===== src/rtl/rvv_insn_queue.sv =====
// Vector instruction issue queue: filters non-vector opcodes and buffers legal ones in a FWFT FIFO.
// Zero-bubble: a push into an empty queue is visible the next cycle; host_ready depends on registered state and flush only.
module rvv_insn_queue #(
  parameter int INSN_WIDTH = 32,
  parameter int DEPTH      = 8,
  parameter int CNT_W      = $clog2(DEPTH) + 1
) (
  input  logic                  clk,
  input  logic                  rst,
  input  logic                  flush,
  input  logic                  host_valid,
  input  logic [INSN_WIDTH-1:0] host_insn,
  output logic                  host_ready,
  output logic                  insn_valid,
  output logic [INSN_WIDTH-1:0] insn_out,
  input  logic                  insn_ready,
  output logic [CNT_W-1:0]      count,
  output logic                  illegal,
  output logic [15:0]           illegal_cnt
);

  localparam int               PTR_W    = $clog2(DEPTH);
  localparam logic [CNT_W-1:0] FULL_CNT = CNT_W'(DEPTH);

  localparam logic [6:0] OPC_OP_V     = 7'h57;
  localparam logic [6:0] OPC_LOAD_FP  = 7'h07;
  localparam logic [6:0] OPC_STORE_FP = 7'h27;

  logic [INSN_WIDTH-1:0] r_mem [DEPTH];
  logic [PTR_W-1:0]      r_wr_ptr;
  logic [PTR_W-1:0]      r_rd_ptr;
  logic [CNT_W-1:0]      r_count;
  logic                  r_illegal;
  logic [15:0]           r_illegal_cnt;

  logic [6:0]            w_opcode;
  logic [2:0]            w_width;
  logic                  w_vec_width;
  logic                  w_legal;
  logic                  w_push;
  logic                  w_push_legal;
  logic                  w_push_illegal;
  logic                  w_pop;
  logic [CNT_W-1:0]      w_count_nxt;

  assign w_opcode = host_insn[6:0];
  assign w_width  = host_insn[14:12];

  // Vector loads/stores reuse the FP opcodes; only widths 0,5,6,7 encode vector element sizes.
  assign w_vec_width = (w_width == 3'd0) || (w_width == 3'd5) ||
                       (w_width == 3'd6) || (w_width == 3'd7);

  always_comb begin
    w_legal = 1'b0;
    case (w_opcode)
      OPC_OP_V:                  w_legal = 1'b1;
      OPC_LOAD_FP, OPC_STORE_FP: w_legal = w_vec_width;
      default:                   w_legal = 1'b0;
    endcase
  end

  assign host_ready     = rst && (r_count != FULL_CNT) && !flush;
  assign insn_valid     = (r_count != '0);
  assign insn_out       = insn_valid ? r_mem[r_rd_ptr] : '0;

  assign w_push         = host_valid && host_ready;
  assign w_push_legal   = w_push && w_legal;
  assign w_push_illegal = w_push && !w_legal;
  assign w_pop          = insn_valid && insn_ready && !flush;

  always_comb begin
    w_count_nxt = r_count;
    case ({w_push_legal, w_pop})
      2'b10:   w_count_nxt = r_count + CNT_W'(1);
      2'b01:   w_count_nxt = r_count - CNT_W'(1);
      default: w_count_nxt = r_count;
    endcase
  end

  always_ff @(posedge clk or negedge rst) begin
    if (!rst) begin
      r_wr_ptr <= '0;
      r_rd_ptr <= '0;
      r_count  <= '0;
    end else if (flush) begin
      r_wr_ptr <= '0;
      r_rd_ptr <= '0;
      r_count  <= '0;
    end else begin
      if (w_push_legal) r_wr_ptr <= r_wr_ptr + PTR_W'(1);
      if (w_pop)        r_rd_ptr <= r_rd_ptr + PTR_W'(1);
      r_count <= w_count_nxt;
    end
  end

  // Storage is left unreset: count gates insn_out, so stale entries are never visible.
  always_ff @(posedge clk) begin
    if (w_push_legal) r_mem[r_wr_ptr] <= host_insn;
  end

  always_ff @(posedge clk or negedge rst) begin
    if (!rst) begin
      r_illegal     <= 1'b0;
      r_illegal_cnt <= '0;
    end else begin
      r_illegal <= w_push_illegal;
      if (w_push_illegal && (r_illegal_cnt != 16'hFFFF)) begin
        r_illegal_cnt <= r_illegal_cnt + 16'd1;
      end
    end
  end

  assign count       = r_count;
  assign illegal     = r_illegal;
  assign illegal_cnt = r_illegal_cnt;

  a_count_bound: assert property (@(posedge clk) disable iff (!rst) r_count <= FULL_CNT);
  a_ptr_consistent: assert property (@(posedge clk) disable iff (!rst)
    PTR_W'(r_wr_ptr - r_rd_ptr) == r_count[PTR_W-1:0]);

endmodule


===== config.mk =====
export PLATFORM = sky130hd
export DESIGN_NAME = rvv_insn_queue
export DESIGN_NICKNAME = d
export VERILOG_FILES = /design/src/rtl/rvv_insn_queue.sv
export SDC_FILE = /design/constraint.sdc
export NUM_CORES = 1
export LEC_CHECK = 0
export ABC_AREA = 1
export CAP_MARGIN = 10
export CORE_UTILIZATION = 52
export CTS_CLUSTER_SIZE = 20
export DETAILED_ROUTE_END_ITERATION = 10
export PLACE_DENSITY = 0.82
export SETUP_SLACK_MARGIN = 0.2
export SLEW_MARGIN = 20
export SYNTH_ARGS = -nofsm -noshare
export SYNTH_HDL_FRONTEND = slang
export SYNTH_SLANG_ARGS = --single-unit

===== constraint.sdc =====
create_clock -name clk -period 3.95 [get_ports clk]
set_input_delay 0.5925 -clock clk [delete_from_list [all_inputs] [get_ports clk]]
set_output_delay 0.5925 -clock clk [all_outputs]
set_load 0.01 [all_outputs]

# == Word level (Yosys, flattened, before mapping) ==
# Memory sizes are Yosys's and may differ from the RTL's.
# Cells that the tools add are included.
# word_totals
reg_bits,27
ramBits,256
input_bits,37
word_cells,50
n_memories,1
# op_classes
n_addsub,5
n_eq_ne,10
mux,10
n_reduce_logical,19
# mem_list
name,depth,word_bits,read_ports,rd_ports_with_merged_regs,write_ports,line,source
r_mem,8,32,1,0,1,29,logic [INSN_WIDTH-1:0] r_mem [DEPTH];
# op_table
operator,count
32-bit 2-to-1 mux,1
"16-bit by 1-bit adder with 16-bit output, second input constant",1
"16-bit != test, second input constant",1
3-bit 2-to-1 mux,4
"3-bit == test, second input constant",3
1-bit logical AND,8
4-bit case mux with 2 select lines,1
"7-bit by 3-bit == test with 1-bit output, second input constant",1
"7-bit by 6-bit == test with 1-bit output, second input constant",1
"7-bit == test, second input constant",1
"3-bit by 1-bit adder with 3-bit output, second input constant",2
"4-bit by 1-bit adder with 4-bit output, second input constant",1
4-bit 2-to-1 mux,1
"4-bit != test, second input constant",1
2-bit nonzero test,2
4-bit nonzero test,1
"4-bit by 1-bit subtractor with 4-bit output, second input constant",1
3-bit logical NOT,1
1-bit logical OR,3
3-bit nonzero test,1
"2-bit by 1-bit == test with 1-bit output, second input constant",1
"2-bit == test, second input constant",1
1-bit logical NOT,2
1-bit 2-to-1 mux,2
other kinds (2),2

# == Logic depth before layout (Yosys ltp) ==
# Gate-level depths: netlist of run 1.
# logic_depth
depth_word,9
mapped_depth,17
ltp_nobuf,17

# == Worst setup path before layout of run 1 ==
# No wires, ideal clock.
# synth_path
kind,in2reg
from,input port host_insn[6]
to,"memory r_mem[3][0], enable pin"
arrival_ns,3.563
t_required_ns,3.489
path_slack_ns,-0.074
stages,8
n_path_buf,0
cell_sequence,or2_0 > nor2_1 > nand2_1 > nand2_2 > nand2_2 > inv_1 > nand2_1 > nor3_1
# synth_via
elab_chain_len,6
elab_cells_between_ends,8
cone_classes,eq/ne: 3; mux: 3; reduce/logical: 2
# synth_lines
element,line,source
start: declaration,12,"input logic [INSN_WIDTH-1:0] host_insn,"
7-bit by 3-bit == test with 1-bit output / 7-bit by 6-bit == test with 1-bit output (equally long branches),55,case (w_opcode)
2-bit OR reduction,55,
1-bit case mux with 2 select lines (*),55,
1-bit logical AND (*),67,assign w_push_legal = w_push && w_legal;
1-bit 2-to-1 mux (*),98,if (w_push_legal) r_mem[r_wr_ptr] <= host_insn;
1-bit 2-to-1 mux (not written as such) (*),98,
end: declaration,29,
# Mark *: on every way between the ends. The rest lies on a longest branch, timed or not.

# == Worst setup path after layout of run 1 ==
# layout_path
from,register r_rd_ptr[0]
to,output port insn_out[31]
# layout_via
elab_chain_len,2
# layout_lines
element,line,source
start: declaration,31,logic [PTR_W-1:0] r_rd_ptr;
start signal: assignment,91,if (w_pop) r_rd_ptr <= r_rd_ptr + PTR_W'(1);
memory read 8 x 32 bit,--,
32-bit 2-to-1 mux,64,assign insn_out = insn_valid ? r_mem[r_rd_ptr] : '0;
end: declaration,15,"output logic [INSN_WIDTH-1:0] insn_out,"
# Every way passes these cells.

==> summary.txt, run 1 <==
STA
  • Final hold violations: 0
  • Setup repair after global routing missed its margin: false
  • Clock skew: 19.8 ps
  • Fin. max-slew vios: 0
  • Fin crit period: 3610 ps
  • Fin crit share: 91.5%
  • Final setup fails: 0
  • Fin Setup TNS: 0 ps
  • Worst Max-Slew Pin Slew: 935 ps
  • Fmax: 277 MHz
  • Hold slack final: 520 ps
  • Worst rel slew slack: ~38%

Setup path
  • CP Data Arrival Time: 3020 ps
  • Flop2flop setup slack: 960 ps
  • Reg2reg start: count[1]$_DFFE_PN0P_
  • Reg2reg path depth: 14
  • Crit end category: primary output
  • CP Class: reg -> out
  • Critical path launch point: r_rd_ptr[0]$_DFFE_PN0P_
  • Worst setup path endpoint: insn_out[31]
  • CP required: 3360 ps
  • Maximum fanout along the worst path: 32
  • R2r endpoint: count[2]$_DFFE_PN0P_
  • Nature of the critical path startpoint: flop

GRT
  • GRT Util Overall: 22.4%
  • Number of antenna violations at the first check in global routing: 1
  • Largest net degree at the start of global routing: 130
  • First-pass GRT wire length: 39,000 um
  • GRT overflow: 0
  • Vias in the first global route: 7,527

Route
  • ANT nets after route: 0
  • Initial drt markers: 718
  • Routed length per instance: 19.0 um
  • Drt via density: 5.79
  • # DRC: 0
  • Via count: 7,714
  • TritonRoute pass-1 iters: 5
  • Detailed Route WL: 25,400 um

Synth
  • Sequential element share of the synthesized area: 72.6%
  • Post-synth top flop: edfxtp_1
  • Number of synthesized flops with an enable pin: around 260
  • Syn Std Cell Area: roughly 12,000 um^2
  • Synth Net Count: 978
  • YS warnings: 0
  • Post-synth cell types: 34
  • Post-synthesis register bit count: ~280
  • Syn avg cell area: ~12 um^2
  • Syn Inst Count: around 940
  • Async S/R FF share, synth: 9.54%

Power
  • Switching power share of the total: 29.4%
  • Total net switching power: 2500 uW
  • PD cells: roughly 610 nW/um^2
  • Worst vdd ir: 0.000373 V
  • Combinational share of power: between 20 and 30%
  • Sequential group share of total power: 40.1%
  • Int Pwr: 6000 uW
  • Leak Pwr: 0.00477 uW
  • Clk pwr share: 33.0%

Die
  • Initial core utilization: 53.0%
  • Die Y: 151 um
  • Core Box Area: 21,800 um^2
  • Top Ports: 92
  • Num rows: 54
  • Die W: 151 um
  • Die footprint: roughly 23,000 um^2

Run
  • MaxCap Viol Count: 0

Clock network
  • CTS tree: done
  • CTS Buf Count: 27
  • Maximum clock path buffer count: 3
  • Cts-stage hold buffer count: 0
  • Root Buffer: clkbuf_16
  • Clock sink total: between 200 and 300
  • CTS H-Tree Depth: 1
  • Clock Latency Late Sink: 540 ps
  • Clk slew on worst S/H paths: 60 ps

Layout
  • Commonest non-fill, non-tap cell in the layout: edfxtp_1
  • Most frequent cells in the layout: edfxtp_1 (256), nor2_1 (212), o21ai_0 (166), clkdlybuf4s50_1 (91), nand2_1 (40)
  • Nets@finish: 1,075
  • Area Overhead vs Synth: 20.2%
  • Share of layout cells above drive strength 1: 10.7%
  • Ant diodes: 0

Min path
  • Min-delay worst type: reg -> reg

Placement
  • Port Buf Inserts: 91
  • Dpl hpwl: 14,600 um
  • Final GP Congestion: roughly 0.81

Run status
  • Status: completed
-- Yosys cell counts, types with 4 or more instances --
cell	count	area (um^2)
a21oi_1	4	20.0
a31oi_1	32	200
buf_1	5	18.8
buf_2	5	25.0
clkbuf_1	42	158
dfrtp_1	27	676
edfxtp_1	256	7690
ha_1	5	62.6
inv_1	33	124
nand2_1	40	150
nand2_2	5	31.3
nand3_1	13	65.1
nand3_2	4	40.0
nand4_1	5	31.3
nor2_1	212	796
nor2_2	4	25.0
nor3_1	9	45.0
o21ai_0	166	831
o21ai_1	4	20.0
o22ai_1	32	200
xnor2_1	5	43.8
xor2_1	10	87.6
-- worst min-delay path by stage --
stage | startpoint | end | slack, ps | cells past startpoint
after floorplan | rst | count[0]$_DFFE_PN0P_ | 300 | 0
after global placement | illegal_cnt[12]$_DFFE_PN0P_ | illegal_cnt[12]$_DFFE_PN0P_ | 520 | 1
after detailed placement | illegal_cnt[7]$_DFFE_PN0P_ | illegal_cnt[7]$_DFFE_PN0P_ | 520 | 1
after CTS | illegal_cnt[7]$_DFFE_PN0P_ | illegal_cnt[7]$_DFFE_PN0P_ | 530 | 1
after global routing | illegal_cnt[7]$_DFFE_PN0P_ | illegal_cnt[7]$_DFFE_PN0P_ | 560 | 1
final | illegal_cnt[7]$_DFFE_PN0P_ | illegal_cnt[7]$_DFFE_PN0P_ | 520 | 1
-- kinds of logic (layout without fill, tap and decap cells) --
kind of cell | after synthesis | in the layout | share of synthesized area (%)
simple gates | 302 | 302 | 11.2
flops | 283 | 283 | 72.6
compound gates | 240 | 240 | 11.2
buf+inv | 88 | 205 | 2.99
xor+xnor | 15 | 15 | 1.14
fa+ha+maj | 5 | 5 | 0.543
mux | 3 | 3 | 0.358
-- metrics by stage --
stage	std cells	area [um^2]	total power (uW)	setup WS (ps)	utilization (%)
after floorplan	936	11500	4680	-73.7	-
after global placement	1284	12900	5680	853	59.2
after detailed placement	1284	12900	5730	772	59.2
after CTS	1333	13800	8540	342	63.6
after global routing	1333	13900	8860	250	63.7
final	1333	13900	8490	337	63.7
-- registers in the layout, indices dropped and copies added, names as in the netlist --
signal       flops
r_mem          256
illegal_cnt     16
count            4
r_rd_ptr         3
r_wr_ptr         3
illegal          1
-- layer usage --
layer / routed length (um) / share of wire, % / track usage, % / up-vias
li1: - / - / - / 3572
met1: 10200 / 40 / 29.4 / 3752
met2: 12500 / 49 / 37.3 / 336
met3: 1980 / 7.8 / 4.04 / 52
met4: 642 / 2.5 / 8.60 / 2
met5: 11 / 0.043 / 0 / -
-- critical path, cell delays in order (launching register included) --
cell and delay (ps):
dfrtp_4 490, clkinv_2 330, buf_4 330, o21ai_0 120, o22ai_1 140, o21ai_0 110, a31oi_1 350, clkdlybuf4s50_1 610
-- repair_timing --
action                                  in CTS  in global routing
resized for setup                            0                  1
buffers inserted                             0                  0
hold endpoints to repair                     0                  0
endpoints found under the setup margin       0                  1
-- final cells by class --
| cell class | instances | area (um^2) |
|---|---|---|
| tap | 280 | 350 |
| timing repair buffer | 121 | 1160 |
| fill | 1555 | 7910 |
| inverter | 35 | 133 |
| multi-input combinational | 565 | 2860 |
| sequential | 283 | 8370 |
| clock buffer | 28 | 679 |
| clock inverter | 21 | 295 |
-- power by group through the flow --
stage	clock network, uW	registers (uW)	logic, uW
after floorplan	0	3450	1230
after detailed placement	0	3460	2270
after CTS	2840	3400	2300
after global placement	0	3460	2220
final	2800	3400	2290
after global routing	2950	3410	2500
No activity file was read; power rests on OpenSTA's default activity.
==> run 2, diff against run 1 <==
GPL_TIMING_DRIVEN = 1   (was default)
PLACE_DENSITY = 0.8   (was 0.82)
SKIP_CTS_REPAIR_TIMING = 1   (was default)
==> run 2 against run 1 <==
Effect of this change:
- final area up 0.28%
- critical path depth is the same
- highest routed layer is now met4
- global-route usage fell by 0.11 points
- wire length down 1.9%
- critical path type unchanged
- via count is 1.6% lower
- hold slack gained 14 ps
==> summary.txt, run 2 (synthesized netlist as in run 1, its figures left out) <==
Run status
  • Status: completed

Die
  • Die W: 151 um
  • Core Box Area: 21,800 um^2
  • Initial core utilization: roughly 53%
  • Die Y: about 150 um
  • Die footprint: approximately 23,000 um^2
  • Num rows: 54
  • Top Ports: roughly 90

Clock network
  • Clock Latency Late Sink: 540 ps
  • CTS tree: done
  • CTS Buf Count: 28
  • Clock sink total: between 200 and 300
  • Root Buffer: clkbuf_16
  • Maximum clock path buffer count: 3
  • CTS H-Tree Depth: 1
  • Clk slew on worst S/H paths: 60 ps

GRT
  • GRT overflow: 0
  • GRT Util Overall: 22.3%
  • Largest net degree at the start of global routing: 92
  • First-pass GRT wire length: 38,800 um
  • Vias in the first global route: roughly 7,400
  • Number of antenna violations at the first check in global routing: 1

STA
  • Fin crit share: about nine tenths
  • Final setup fails: 0
  • Clock skew: 10.0 ps
  • Fin. max-slew vios: 0
  • Setup repair after global routing missed its margin: false
  • Fin crit period: 3500 ps
  • Fin Setup TNS: 0 ps
  • Final hold violations: 0
  • Worst Max-Slew Pin Slew: 486 ps
  • Fmax: 285 MHz
  • Worst rel slew slack: 67.6%

Layout
  • Share of layout cells above drive strength 1: between 10% and 20%
  • Post-route non-filler standard cell count: 1,337
  • Nets@finish: around 1,100
  • Commonest non-fill, non-tap cell in the layout: edfxtp_1
  • Number of flip-flops in the largest register: 256
  • Area Overhead vs Synth: 20.6%
  • Most frequent cells in the layout: edfxtp_1 (256), nor2_1 (212), o21ai_0 (166), clkdlybuf4s50_1 (91), nand2_1 (40)
  • Fill cells: 1,578
  • Most flops, register: r_mem

Power
  • Clk pwr share: 32.8%
  • Switching power share of the total: between 20% and 30%
  • Sequential group share of total power: about two fifths
  • Leak Pwr: 0.00477 uW
  • Combinational share of power: 27.0%
  • Worst vdd ir: 0.000347 V
  • Int Pwr: 5990 uW
  • Total net switching power: roughly 2500 uW
  • PD cells: roughly 600 nW/um^2

Setup path
  • Reg2reg start: count[3]$_DFFE_PN0P_
  • Nature of the critical path startpoint: flop
  • Critical path launch point: r_rd_ptr[1]$_DFFE_PN0P_
  • CP required: 3360 ps
  • Crit end category: primary output
  • CP Data Arrival Time: 2910 ps
  • Maximum fanout along the worst path: 26
  • CP Class: reg -> out

Min path
  • Min-delay worst type: reg -> reg
  • Hold path startpoint: illegal_cnt[5]$_DFFE_PN0P_

Route
  • ANT nets after route: 0
  • Via count: between 7,000 and 8,000
  • TritonRoute pass-1 iters: 5
  • # DRC: 0
  • Detailed Route WL: 24,900 um
  • Routed length per instance: 18.6 um
  • Initial drt markers: about 790
  • Drt via density: 5.68

Placement
  • Dpl hpwl: 14,700 um
  • Final GP Congestion: 0.793
  • Port Buf Inserts: 91
  • Placed cells: 1,284

Run
  • MaxCap Viol Count: 0
==> run 2: final timing paths <==
check / end / slack, ps / depth (start not counted)
worst max-delay path: insn_out[18] / 450 / 7
worst min-delay path: illegal_cnt[5]$_DFFE_PN0P_ / 530 / 1
worst max register to register: count[2]$_DFFE_PN0P_ / 1480 / 14
worst min register to register: illegal_cnt[5]$_DFFE_PN0P_ / 530 / 1
max in group asynchronous: r_rd_ptr[0]$_DFFE_PN0P_ / 3110 / 2
min in group asynchronous: illegal$_DFF_PN0_ / 550 / 2
==> run 2: area by class of cell <==
| class | instances | area (um^2) | share of cell area (%) |
|---|---|---|---|
| flip-flops and latches | 283 | 8370 | 60.2 |
| multi-input cells | 565 | 2860 | 20.6 |
| clock buffers | 31 | 712 | 5.13 |
| repair buffers | 121 | 1190 | 8.54 |
| diodes | 1 | 2.50 | 0.0180 |
| well taps | 280 | 350 | 2.52 |
| inverters | 35 | 133 | 0.955 |
| clock inverters | 21 | 278 | 2.00 |
==> run 2: per-layer routing <==
layer	vias to the layer above	global-route usage, %	wire length (um)
met2	302	37.7	12300
met4	0	5.90	316
met3	24	4.19	1850
met5	-	0	0
met1	3688	29.7	10400
li1	3580	-	-
==> run 2: power groups by stage <==
stage               clock network, uW  registers (uW)  logic, uW
finish                           2780            3400       2290
global placement                    0            3460       2230
global route                     2930            3410       2520
floorplan                           0            3450       1230
CTS                              2820            3400       2300
detailed placement                  0            3460       2270
==> run 2: through the flow <==
step / setup slack, ps / util [%] / hold slack, ps / power, uW / instance area, um^2
2_1_floorplan: -73.7 / - / 297 / 4680 / 11500
3_3_place_gp: 836 / 59.3 / 518 / 5690 / 12900
3_5_place_dp: 745 / 59.3 / 529 / 5730 / 12900
4_1_cts: 444 / 63.8 / 540 / 8520 / 13900
5_1_grt: 291 / 63.8 / 554 / 8850 / 13900
6_report: 446 / 63.8 / 535 / 8470 / 13900
==> run 2: worst max-delay path: stages (launching register included) <==
cell and delay [ps]:
dfrtp_2 570, inv_2 190, buf_4 330, o21ai_0 140
o22ai_1 120, o21ai_0 120, a31oi_1 290, clkdlybuf4s50_1 600
